$ cat config.mk
export PLATFORM = sky130hd
export DESIGN_NAME = lsu_bus_if
export DESIGN_NICKNAME = d
export VERILOG_FILES = /design/src/rtl/lsu_bus_if.sv
export SDC_FILE = /design/constraint.sdc
export NUM_CORES = 1
export LEC_CHECK = 0
export CORE_AREA = 5 5 106 108
export CTS_CLUSTER_SIZE = 24
export DETAILED_ROUTE_END_ITERATION = 8
export DIE_AREA = 0 0 111 113
export MAX_ROUTING_LAYER = met4
export PLACE_DENSITY = 0.8
export SLEW_MARGIN = 20
export SYNTH_ARGS = -nofsm -noshare
export SYNTH_HDL_FRONTEND = slang
export SYNTH_SLANG_ARGS = --single-unit
$ cat constraint.sdc
create_clock -name clk_i -period 3.6 [get_ports clk_i]
set_clock_uncertainty 0.05 [all_clocks]
set_input_delay 0.72 -clock clk_i [delete_from_list [all_inputs] [get_ports clk_i]]
set_output_delay 0.72 -clock clk_i [all_outputs]
set_load 0.03 [all_outputs]
$ cat src/rtl/lsu_bus_if.sv
// Load/store unit bridging the core memory stage to a req/gnt/rvalid data bus.
// Optional bus watchdog enabled by defining LSU_TIMEOUT_EN.
module lsu_bus_if #(
  parameter int unsigned AddressWidth  = 10,
  parameter int unsigned TimeoutCycles = 16
) (
  input  logic                    clk_i,
  input  logic                    rst_ni,
  input  logic                    req_valid_i,
  input  logic                    req_we_i,
  input  logic [2:0]              funct3_i,
  input  logic [AddressWidth-1:0] addr_i,
  input  logic [31:0]             wr_data_i,
  output logic                    stall_o,
  output logic [31:0]             load_data_o,
  output logic                    load_valid_o,
  output logic                    err_o,
  output logic                    bus_req_o,
  output logic                    bus_we_o,
  output logic [AddressWidth-1:0] bus_addr_o,
  output logic [3:0]              bus_be_o,
  output logic [31:0]             bus_wdata_o,
  input  logic                    bus_gnt_i,
  input  logic                    bus_rvalid_i,
  input  logic [31:0]             bus_rdata_i
);

  typedef enum logic [1:0] {IDLE, REQ, WAIT, DONE} state_e;

  state_e                  state_q;
  logic [AddressWidth-1:0] addr_q;
  logic [2:0]              f3_q;
  logic                    legal;
  logic [3:0]              be_next;
  logic [31:0]             wdata_next;
  logic [15:0]             lane_h;
  logic [7:0]              lane_b;
  logic [31:0]             load_ext;
  logic                    complete;
  logic                    timeout_hit;

  assign bus_addr_o = {addr_q[AddressWidth-1:2], 2'b00};

  always_comb begin
    legal      = 1'b0;
    be_next    = 4'b1111;
    wdata_next = wr_data_i;
    case (funct3_i)
      3'b000:         legal = 1'b1;
      3'b001:         legal = ~addr_i[0];
      3'b010:         legal = (addr_i[1:0] == 2'b00);
      3'b100:         legal = ~req_we_i;
      3'b101:         legal = ~req_we_i & ~addr_i[0];
      default:        legal = 1'b0;
    endcase
    case (funct3_i[1:0])
      2'b00: begin
        be_next    = 4'b0001 << addr_i[1:0];
        wdata_next = {4{wr_data_i[7:0]}};
      end
      2'b01: begin
        be_next    = addr_i[1] ? 4'b1100 : 4'b0011;
        wdata_next = {2{wr_data_i[15:0]}};
      end
      default: begin
        be_next    = 4'b1111;
        wdata_next = wr_data_i;
      end
    endcase
  end

  always_comb begin
    lane_h   = addr_q[1] ? bus_rdata_i[31:16] : bus_rdata_i[15:0];
    lane_b   = addr_q[0] ? lane_h[15:8] : lane_h[7:0];
    load_ext = bus_rdata_i;
    case (f3_q)
      3'b000:  load_ext = {{24{lane_b[7]}}, lane_b};
      3'b001:  load_ext = {{16{lane_h[15]}}, lane_h};
      3'b100:  load_ext = {24'b0, lane_b};
      3'b101:  load_ext = {16'b0, lane_h};
      default: load_ext = bus_rdata_i;
    endcase
  end

  always_comb begin
    case (state_q)
      IDLE:    stall_o = req_valid_i & legal;
      REQ:     stall_o = 1'b1;
      WAIT:    stall_o = 1'b1;
      default: stall_o = 1'b0;
    endcase
  end

  // A response only counts once the request has been granted (same cycle in REQ).
  assign complete = bus_rvalid_i & ((state_q == WAIT) | ((state_q == REQ) & bus_gnt_i));

`ifdef LSU_TIMEOUT_EN
  localparam int unsigned CntW = $clog2(TimeoutCycles + 1);
  logic [CntW-1:0] tmo_cnt;

  always_ff @(posedge clk_i or negedge rst_ni) begin
    if (!rst_ni) begin
      tmo_cnt <= '0;
    end else if (state_q == REQ || state_q == WAIT) begin
      tmo_cnt <= tmo_cnt + 1'b1;
    end else begin
      tmo_cnt <= '0;
    end
  end

  assign timeout_hit = (tmo_cnt == CntW'(TimeoutCycles - 1));
`else
  assign timeout_hit = 1'b0;
`endif

  always_ff @(posedge clk_i or negedge rst_ni) begin
    if (!rst_ni) begin
      state_q      <= IDLE;
      addr_q       <= '0;
      f3_q         <= '0;
      bus_we_o     <= 1'b0;
      bus_req_o    <= 1'b0;
      bus_be_o     <= '0;
      bus_wdata_o  <= '0;
      load_data_o  <= '0;
      load_valid_o <= 1'b0;
      err_o        <= 1'b0;
    end else begin
      load_valid_o <= 1'b0;
      err_o        <= 1'b0;
      case (state_q)
        IDLE: begin
          if (req_valid_i) begin
            if (legal) begin
              addr_q      <= addr_i;
              f3_q        <= funct3_i;
              bus_we_o    <= req_we_i;
              bus_be_o    <= be_next;
              bus_wdata_o <= wdata_next;
              bus_req_o   <= 1'b1;
              state_q     <= REQ;
            end else begin
              err_o <= 1'b1;
            end
          end
        end
        REQ, WAIT: begin
          // Completion wins over a timeout landing on the same cycle.
          if (complete) begin
            bus_req_o <= 1'b0;
            if (!bus_we_o) begin
              load_data_o  <= load_ext;
              load_valid_o <= 1'b1;
            end
            state_q <= DONE;
          end else if (timeout_hit) begin
            bus_req_o <= 1'b0;
            err_o     <= 1'b1;
            state_q   <= DONE;
          end else if (state_q == REQ && bus_gnt_i) begin
            bus_req_o <= 1'b0;
            state_q   <= WAIT;
          end
        end
        default: state_q <= IDLE;
      endcase
    end
  end

endmodule
## After elaboration in Yosys (flattened, before gate mapping)

Cells that the tools add are included.

| word-level totals | value |
|---|---|
| bits in registers | 87 |
| bits in read-only memories | 0 |
| latch bits | 0 |
| output and inout port bits | 83 |
| input bits | 83 |
| word-level logic and storage cells | 68 |
| memories | 0 |
| memory bits (writable) | 0 |

| operators by class | value |
|---|---|
| div/mod/pow operators | 0 |
| $mul | 0 |
| bitwise operators | 8 |
| shifts and indexed selects | 1 |
| add/sub/neg operators | 0 |
| equal/unequal tests | 13 |
| mux-type cells | 24 |
| magnitude comparators | 0 |
| reductions and logical operators | 12 |

Operators by type and width:

| operator | count |
|---|---|
| $pmux 32 s4 | 1 |
| $pmux 32 s2 | 1 |
| $mux 16 | 1 |
| $eq 3x3->1 const B | 4 |
| $mux 1 | 10 |
| $reduce_and 3->1 | 3 |
| $mux 2 | 4 |
| $mux 8 | 1 |
| $pmux 4 s2 | 1 |
| $eq 3x1->1 const B | 2 |
| $logic_not 2->1 | 3 |
| $logic_not 3->1 | 2 |
| $pmux 1 s5 | 1 |
| $and 1x1->1 | 4 |
| $eq 2x1->1 const B | 2 |
| $mux 4 | 1 |
| $ne 2x2->1 const B | 2 |
| $pmux 1 s2 | 2 |
| $pmux 2 s2 | 1 |
| $reduce_and 4->1 | 1 |
| $shl 1x2->4 const A | 1 |
| $eq 3x2->1 const B | 1 |
| $ne 3x1->1 const B | 1 |
| $not 1->1 | 3 |
| other kinds (5) | 5 |

## Logic depth before layout (Yosys ltp)

Gate-level depths: netlist of run 1.

| logic depth | value |
|---|---|
| depth after elaboration | 6 |
| gate-level depth with buffers | 9 |
| depth with buffers taken out | 7 |

## Least setup slack after synthesis of run 1

Ideal clock, no wire load.

| timing | value |
|---|---|
| path type | input to output |
| start point | input funct3_i[0] |
| end point | output stall_o |
| path buffers | 2 |
| slack | 0.700 ns |
| stages | 5 |
| arrival | 2.130 ns |
| required time | 2.830 ns |
| path through | clkbuf_1 -> nor4_1 -> o21ai_1 -> clkbuf_1 -> a21oi_1 |

| on the way | value |
|---|---|
| cells in the longest elaborated chain, start to end | 4 |
| elaborated cells on any way between the ends | 8 |
| those cells by class | 4 x eq/ne; 2 x mux; 1 x bitwise; 1 x reduce/logical |

Ends and longest elaborated chain:

| item | line | RTL |
|---|---|---|
| from (decl) | 11 | `input logic [2:0] funct3_i,` |
| $eq 3x3->1 (tied with other cells) | 48 | `case (funct3_i)` |
| $pmux 1 s5 * | 48 |  |
| $and 1x1->1 * | 87 | `IDLE: stall_o = req_valid_i & legal;` |
| $pmux 1 s2 * | 86 | `case (state_q)` |
| to (decl) | 14 | `output logic stall_o,` |

Every way passes the cells marked *; elsewhere a longest branch is shown, timed or not.

## Worst setup path after layout of run 1

Ends and elaborated chain as after synthesis.

==> results of run 1 <==
[report_power, final]
| part | switching (mW) | internal [mW] | leakage [nW] |
|---|---|---|---|
| Sequential | 0.344 | 1.44 | 1.05 |
| Combinational | 1.77 | 1.32 | 1.58 |
| Clock | 0.355 | 0.414 | 0.113 |
| Total | 2.47 | 3.18 | 2.74 |
[metal layers]
metal	global-route usage [%]	vias up	wire length [µm]
met4	7.22	0	299
li1	-	1836	-
met1	24.8	1873	5260
met5	-	-	0
met3	7.01	22	1160
met2	33.0	174	5900
[critical path, cell delays in order]
cell	delay, ps
sky130_fd_sc_hd__clkdlybuf4s50_1	490
sky130_fd_sc_hd__a221oi_1	540
sky130_fd_sc_hd__o21ai_4	110
sky130_fd_sc_hd__a21oi_1	150
sky130_fd_sc_hd__clkdlybuf4s50_1	680
[cell type report]
class	count	area (µm²)
multi-input cells	297	2000
flip-flops and latches	87	2180
fillers	819	3790
clock buffers	10	138
inverters	18	67.6
repair buffers	172	1700
well taps	136	170
clock inverters	6	90.1
[metrics by stage]
stage / setup WS (ps) / util, % / hold WS, ps
4_1_cts: 121 / 62.5 / 439
6_report: 129 / 62.6 / 386
3_3_place_gp: 207 / 60.3 / 411
3_5_place_dp: 133 / 60.3 / 417
5_1_grt: 28.6 / 62.6 / 443
2_1_floorplan: 700 / - / 374
[cells by family after synthesis]
group,after synthesis,share of synthesized area (%)
AOI/OAI and AO/OA,140,19.4
and+or+nand+nor,89,9.01
DFF,87,49.0
muxes,62,15.1
other,1,0.0844
buffers and inverters,58,6.31
adders and majority gates,4,1.13
[layout by cell type (no fill, tap or decap), types with 9 or more instances in the layout]
cell type,instances
sky130_fd_sc_hd__a21oi_1,35
sky130_fd_sc_hd__mux2_2,29
sky130_fd_sc_hd__clkbuf_8,10
sky130_fd_sc_hd__mux2i_1,32
sky130_fd_sc_hd__clkdlybuf4s50_1,162
sky130_fd_sc_hd__nand2_1,49
sky130_fd_sc_hd__buf_4,9
sky130_fd_sc_hd__o211ai_1,16
sky130_fd_sc_hd__o21ai_0,58
sky130_fd_sc_hd__dfrtp_1,87
sky130_fd_sc_hd__inv_1,18
sky130_fd_sc_hd__nor2_1,15
[worst max-delay path by stage]
| stage | end | slack, ps | cells after the start |
|---|---|---|---|
| after floorplan | stall_o | 700 | 5 |
| after global placement | stall_o | 210 | 5 |
| after detailed placement | stall_o | 130 | 5 |
| after CTS | stall_o | 120 | 5 |
| after global routing | stall_o | 30 | 5 |
| final | stall_o | 130 | 5 |
[state kept, by name (all words and copies together) (netlist names)]
register and count:
f3_q 3, load_data_o 32, load_valid_o 1, err_o 1
bus_wdata_o 32, addr_q 10, state_q 2, bus_we_o 1
bus_be_o 4, bus_req_o 1
==> results.md, run 1 <==
- Routed length per instance: roughly 17 µm
- Max-Cap Viols: 0
- Count of input and output buffers: between 150 and 200
- Launching instance or port of the critical path: funct3_i[0]
- Hold violation total from the final report: 0
- Count of inserted antenna diode cells: 0
- Pin count of the biggest net entering global routing: 88
- Cell count after synthesis: between 400 and 500
- Post-cts repair resize count: 0
- Total CTS buffers: 9
- Aggregate negative setup slack: 0 ps
- Startpoint kind of the worst setup timing path: primary input
- Fraction of registers with async set or reset after synthesis: 100%
- Cell area reported after detailed placement: between 6000 and 7000 µm²
- Unrepaired setup endpoints after global routing: false
- Overall routing resource usage: about a fifth
- Clk slew on worst S/H paths: ~90 ps
- Total number of nets in the final design: between 600 and 700
- Routed via count divided by cell count: around 5.4
- Cell Area, Synth: between 4000 and 5000 µm²
- Mean Syn Cell Area: approximately 10 µm²
- Total power after layout: 5.65 mW
- Top_reg_cell synth: sky130_fd_sc_hd__dfrtp_1
- DRC violations left: 0
- Slew Limit Fails: 0
- Routed Wire Length: 12,600 µm
- Post-CTS setup buffer count: 0
- Number of iterations in the first detailed-routing pass: 4
- Capturing element type of the critical path: output port
- Clock root buffer: sky130_fd_sc_hd__clkbuf_8
- Required arrival time at the worst endpoint: approximately 2800 ps
- X dimension of the die: roughly 110 µm
- Starting density of the core: between 40% and 50%
- Area of the core: 10,100 µm²
- Most used standard cell by instance count after synthesis: sky130_fd_sc_hd__dfrtp_1
- Clock tree sinks: 87
- Estimated wirelength of the detail-placed design: between 9000 and 10,000 µm
- Via count of the first global-routing pass: between 4,000 and 5,000
- Wire length of the first global-routing pass: ~21,000 µm
- R2r worst-path depth: 7
- Die outline area: roughly 13,000 µm²
- Post-layout minimum cycle time: 3470 ps
- Post-Layout Inst Area: ~6300 µm²
- Vertical extent of the die: ~110 µm
- Worst R2R Setup Slack: 1130 ps
- Routed via count: 3,905
- Final critical-path share of the clock period: between 90% and 100%
- Share of the yosys chip area belonging to registers: roughly 49%
- Maximum clock path buffer count: 2
- Top Ports: between 150 and 200
- Max VDD drop: between 0.5 and 0.6 mV
- Number of H-tree branching levels: 3
- Clock tree from TritonCTS: built
- LEAKAGE: approximately 2.7 nW
- Synth area leader: sky130_fd_sc_hd__dfrtp_1
- Classification of the worst setup path: primary input to output port
- Initial antenna violation count: 0
- Crit path DAT: 2700 ps
- Final non-filler cell total: just over 700
- Cts-stage hold buffer count: 0
- 1st-iter DRT viols: between 150 and 200
- Area fraction of the dominant cell type after synthesis: 49.0%
- Antenna-violating nets left: 0
- Max frequency: 288 MHz
- Number of setup violations in the final report: 0
- End of the worst register-to-register path: load_data_o[4]$_DFFE_PN0P_
- Max transition margin: approximately 34%
- Distinct cells, synth: between 40 and 50
- Placer congestion estimate: around 0.83
- Top cells by area in the synthesized netlist: sky130_fd_sc_hd__dfrtp_1 49%, sky130_fd_sc_hd__mux2_2 7.4%, sky130_fd_sc_hd__mux2i_1 7.2%, sky130_fd_sc_hd__o21ai_0 6.5%, sky130_fd_sc_hd__nand2_1 4.1%
- Commonest cells in the netlist: 87 x sky130_fd_sc_hd__dfrtp_1, 58 x sky130_fd_sc_hd__o21ai_0, 49 x sky130_fd_sc_hd__nand2_1, 35 x sky130_fd_sc_hd__a21oi_1, 32 x sky130_fd_sc_hd__mux2i_1
- P&R area growth vs syn: 42.8%
- Number of synthesized register bits: between 80 and 90
- Status: completed
- Total power divided by cell area: roughly 900 nW/µm²
- Layout cells sized above 1: roughly 10%
- Number of rows in the core area: 37
- Congestion Overflow GR: 0
- Yosys warning total: 0
- Tightest Hold Check Type: primary input to async pin
- Skew-Pair Late Insertion Delay: around 340 ps
- Worst Path Max Fanout: 5
- Worst R2R Start: state_q[1]$_DFFE_PN0P_
- Cell count after placement: between 700 and 800
- Post-synth EDFFs: 0
- Worst slew pin tran: slightly below 1000 ps
Note: power is estimated with default switching activity, not from simulation.
==> run 2, diff against run 1 <==
--- a/config.mk
+++ b/config.mk
@@ -6,6 +6,7 @@
 export NUM_CORES = 1
 export LEC_CHECK = 0
 export CORE_AREA = 5 5 106 108
+export CTS_BUF_LIST = sky130_fd_sc_hd__clkbuf_4 sky130_fd_sc_hd__clkbuf_8 sky130_fd_sc_hd__clkbuf_16
 export CTS_CLUSTER_SIZE = 24
 export DETAILED_ROUTE_END_ITERATION = 8
 export DIE_AREA = 0 0 111 113
==> results of run 2 <==
The final DEF is identical to that of run 1; final timing and power are the same.
